`config.mk`:
```
export PLATFORM = sky130hd
export DESIGN_NAME = shift_add_multiplier_seq
export DESIGN_NICKNAME = d
export VERILOG_FILES = /design/src/rtl/shift_add_multiplier_seq.sv
export SDC_FILE = /design/constraint.sdc
export NUM_CORES = 1
export LEC_CHECK = 0
export CAP_MARGIN = 20
export CELL_PAD_IN_SITES_DETAIL_PLACEMENT = 2
export CELL_PAD_IN_SITES_GLOBAL_PLACEMENT = 2
export CORE_ASPECT_RATIO = 1.25
export CORE_MARGIN = 2
export CORE_UTILIZATION = 38
export CTS_CLUSTER_DIAMETER = 80
export DETAILED_ROUTE_END_ITERATION = 16
export PLACE_DENSITY_LB_ADDON = 0.1
export SYNTH_ARGS = -nofsm -noshare
export SYNTH_HDL_FRONTEND = slang
export SYNTH_SLANG_ARGS = --single-unit
```
`constraint.sdc`:
```
create_clock -name clk -period 4.71 [get_ports clk]
set_input_delay 1.413 -clock clk [delete_from_list [all_inputs] [get_ports clk]]
set_output_delay 1.413 -clock clk [all_outputs]
set_load 0.1 [all_outputs]
```
`src/rtl/shift_add_multiplier_seq.sv`:
```
`default_nettype none
// ============================================================================
// Module      : shift_add_multiplier_seq
// Description : Iterative unsigned shift-and-add multiplier, one partial
//               product per clock, with a single-cycle done strobe.
// Revision    : 1.0 - initial release
// ============================================================================
module shift_add_multiplier_seq #(
    parameter int W = 4
) (
    input  logic             clk,
    input  logic             reset_asynchronous_n,
    input  logic             start,
    input  logic [W-1:0]     operand_a,
    input  logic [W-1:0]     operand_b,
    output logic [2*W-1:0]   product,
    output logic             busy,
    output logic             done
);

    localparam int CW = $clog2(W + 1);

    typedef enum logic [1:0] {
        S_IDLE = 2'd0,
        S_RUN  = 2'd1,
        S_DONE = 2'd2
    } state_t;

    state_t             r_state;
    logic [2*W-1:0]     r_mcand;
    logic [2*W-1:0]     r_acc;
    logic [W-1:0]       r_mplier;
    logic [CW-1:0]      r_count;
    logic [2*W-1:0]     w_acc_next;

    // Accumulator value after this step, so the final add lands directly in product.
    always_comb begin
        w_acc_next = r_acc;
        if (r_mplier[0]) begin
            w_acc_next = r_acc + r_mcand;
        end
    end

    always_ff @(posedge clk or negedge reset_asynchronous_n) begin
        if (!reset_asynchronous_n) begin
            r_state  <= S_IDLE;
            r_mcand  <= '0;
            r_acc    <= '0;
            r_mplier <= '0;
            r_count  <= '0;
            product  <= '0;
            busy     <= 1'b0;
            done     <= 1'b0;
        end else begin
            case (r_state)
                S_IDLE: begin
                    if (start) begin
                        r_mcand  <= {{W{1'b0}}, operand_a};
                        r_mplier <= operand_b;
                        r_acc    <= '0;
                        r_count  <= CW'(W);
                        r_state  <= S_RUN;
                        busy     <= 1'b1;
                    end
                end
                S_RUN: begin
                    r_acc    <= w_acc_next;
                    r_mcand  <= r_mcand << 1;
                    r_mplier <= r_mplier >> 1;
                    r_count  <= r_count - CW'(1);
                    if (r_count == CW'(1)) begin
                        product <= w_acc_next;
                        busy    <= 1'b0;
                        done    <= 1'b1;
                        r_state <= S_DONE;
                    end
                end
                S_DONE: begin
                    done    <= 1'b0;
                    r_state <= S_IDLE;
                end
                default: begin
                    busy    <= 1'b0;
                    done    <= 1'b0;
                    r_state <= S_IDLE;
                end
            endcase
        end
    end

endmodule
`default_nettype wire

```
==> results_dict.tcl <==
set metrics [dict create \
    core_um2 4460 \
    fin_crit_ns 3.21 \
    final_nets 218 \
    clk-insertion-delay-late_ns 0.28 \
    fin_crit_sh_pct 68.2 \
    reg2reg_from "r_state[0]" \
    ys_async_sr_fraction_pct 100 \
    drive_gt1_share_pct 7.58 \
    critical_path.slowest_cell "clkdlybuf4s50_1" \
    worstPathCellList "clkdlybuf4s50_1" \
    synth_seq_cells 35 \
    synth_warnings 0 \
    cts_resized 0 \
    grt_pass1_wl_um 7920 \
    grt_overflow 0 \
    maxCapViolCount 0 \
    final_common_cell "dfrtp_1" \
    drv_slew 0 \
    tightestPinTransition_ns 0.972 \
    cts_buffers 5 \
    htreeDepth 2 \
    yosysSeqAreaShare_pct 49.1 \
    numPortBuffers 20 \
    syn_area_um2 1780 \
    run_status "completed" \
    grt_pass1_vias 1605 \
    grt_max_degree 36 \
    critPathLaunch "busy" \
    finalHoldViolCount 0 \
    dieArea_um2 5260 \
    path_max_fanout 3 \
    vias 1445 \
    hpwl_um 3490 \
    cpLargestDelayFamily "buffers and inverters" \
    fp.dieW_um 65.3 \
    syn_avg_cell_area_um2 10.2 \
    routed_wl_um 4800 \
    cts_tree "done" \
    clock-root-buffer "clkbuf_8" \
    cp.arrival_ns 1.80 \
    rsz0062_at_grt "false" \
    clkSinkCount 35 \
    synth-edff-count 0 \
    drt-wirelength-per-cell_um 18.7 \
    critPathBufInv 1 \
    power.switching_uw 790 \
    cts.hold.buffers_added 0 \
    endpoint_kind "primary output" \
    finClkSkew_ns 0.00413 \
    gp_congestion 0.790 \
    internal-power_uw 783 \
    maxSlewHeadroom_pct 35.0 \
    ir_drop_v 0.000412 \
    syn_to_final_growth_pct 19.0 \
    setup_tns_ns 0 \
    initial_utilization_pct 40.0 \
    drt_iter0_drc 44 \
    p_clk_share_pct 13.2 \
    dp.cells 248 \
    synth_nets 196 \
    hold_path.class "reg -> reg" \
    drt-pass1-iter-count 4 \
    drc 0 \
    vias_per_cell 5.64 \
    leakagePower_uw 0.000974 \
    rows 27 \
    placed_cell_area_um2 2040 \
    seq_power_share_pct 33.4 \
    setup_violations 0 \
    final_cell_mix "dfrtp_1 (35), nand2_1 (23), clkdlybuf4s50_1 (20), o21ai_0 (19), a21oi_1 (11)" \
    synthCells 175 \
    critPathMaxStageDelay_ns 1.14 \
    synth_cell_types 38 \
    powerDensity_nw_per_um2 741 \
    die_h_um 80.6 \
    synth_top_flop_cell "dfrtp_1" \
    num_io_pins 21 \
    grt_use_total_pct 20.3 \
    combPwrFrac_pct 53.4 \
    cts_buffer_depth 2 \
    worst-setup-path-type "reg -> out" \
    antenna_cells 0 \
    swShare_pct 50.2 \
    critPathLaunchType "register" \
    hp-start "product[1]" \
    fmax_ghz 0.311 \
    postRouteAntennaNets 0 \
    cp.required_ns 3.30 \
    stdcell_area_um2 2120 \
    fin_cells 256 \
    antenna_found_initial 0 \
    whs_ns 0.482 \
    clkTransAtPathRegs_ns 0.07 \
    cts_setup_buffers 0 \
]
==> metrics by stage <==
step | setup WS [ns] | total power, µW | utilization (%)
2_1_floorplan | 2.39 | 1140 | -
3_3_place_gp | 1.82 | 1320 | 45.8
3_5_place_dp | 1.78 | 1370 | 45.8
4_1_cts | 1.47 | 1590 | 47.6
5_1_grt | 1.45 | 1690 | 47.6
6_report | 1.50 | 1570 | 47.6
==> worst min-delay path, cell delays in order (launching register included) <==
cell	delay (ns)
dfrtp_1	0.35
nand2_1	0.05
o21ai_0	0.06
==> per-layer routing <==
layer	global-route usage, %	part of all wire, %	vias up
li1	-	-	668
met1	21.7	41	755
met2	38.7	57	20
met3	4.76	2.1	2
met4	6.46	0.52	0
met5	0	0	-
==> registers in the layout, summed over array words and instances, names as in the netlist <==
name,flops
r_count,3
busy,1
r_acc,8
r_mplier,4
r_state,2
done,1
r_mcand,8
product,8
==> cell families after synthesis <==
group	count (synthesis)	synth area share [%]
AOI/OAI and AO/OA	58	21.2
and+or+nand+nor	45	12.1
DFF	35	49.1
buffers and inverters	14	3.15
adders and majority gates	10	7.43
muxes	8	4.56
xor gates and xnor gates	5	2.45
==> layout make-up <==
type	instances	area, µm²
fillers	489	2340
multi-input cells	126	852
clock buffers	7	76.3
inverters	7	26.3
flip-flops and latches	35	876
clock inverters	1	5.00
repair buffers	22	215
well taps	58	72.6
==> final timing paths <==
| check | cells after the start | slack, ns | to |
|---|---|---|---|
| max in group asynchronous | 2 | 2.84 | r_acc[5] |
| max | 1 | 1.50 | busy |
| min reg2reg | 2 | 0.48 | product[1] |
| max reg2reg | 6 | 2.31 | product[5] |
| min in group asynchronous | 2 | 1.54 | product[1] |
| min | 2 | 0.48 | product[1] |
==> Yosys cell counts (2+ instances only) <==
master,instances,share of area (%)
nand2_1,23,4.8
nand3_1,3,0.84
a22oi_1,2,0.84
buf_2,3,0.84
xnor2_1,2,0.98
a21o_1,2,0.84
dfrtp_1,35,49
a21oi_1,11,3.1
a21oi_2,3,1.5
nor2b_1,5,1.8
ha_1,9,6.3
o21ai_0,20,5.6
inv_1,6,1.3
mux2i_1,7,3.9
a32o_1,2,1.1
a22o_1,8,3.9
clkbuf_1,4,0.84
and3_1,2,0.70
xor2_1,3,1.5
nor2_1,5,1.1
a31oi_1,2,0.70
o31ai_1,2,0.84
==> power by group through the flow <==
stage          clock (µW)  sequential [µW]  combinational (µW)
2_1_floorplan           0              723                 415
3_3_place_gp            0              520                 802
3_5_place_dp            0              532                 842
4_1_cts               215              530                 850
5_1_grt               232              544                 911
6_report              207              526                 840
No activity file was read; power rests on OpenSTA's default activity.
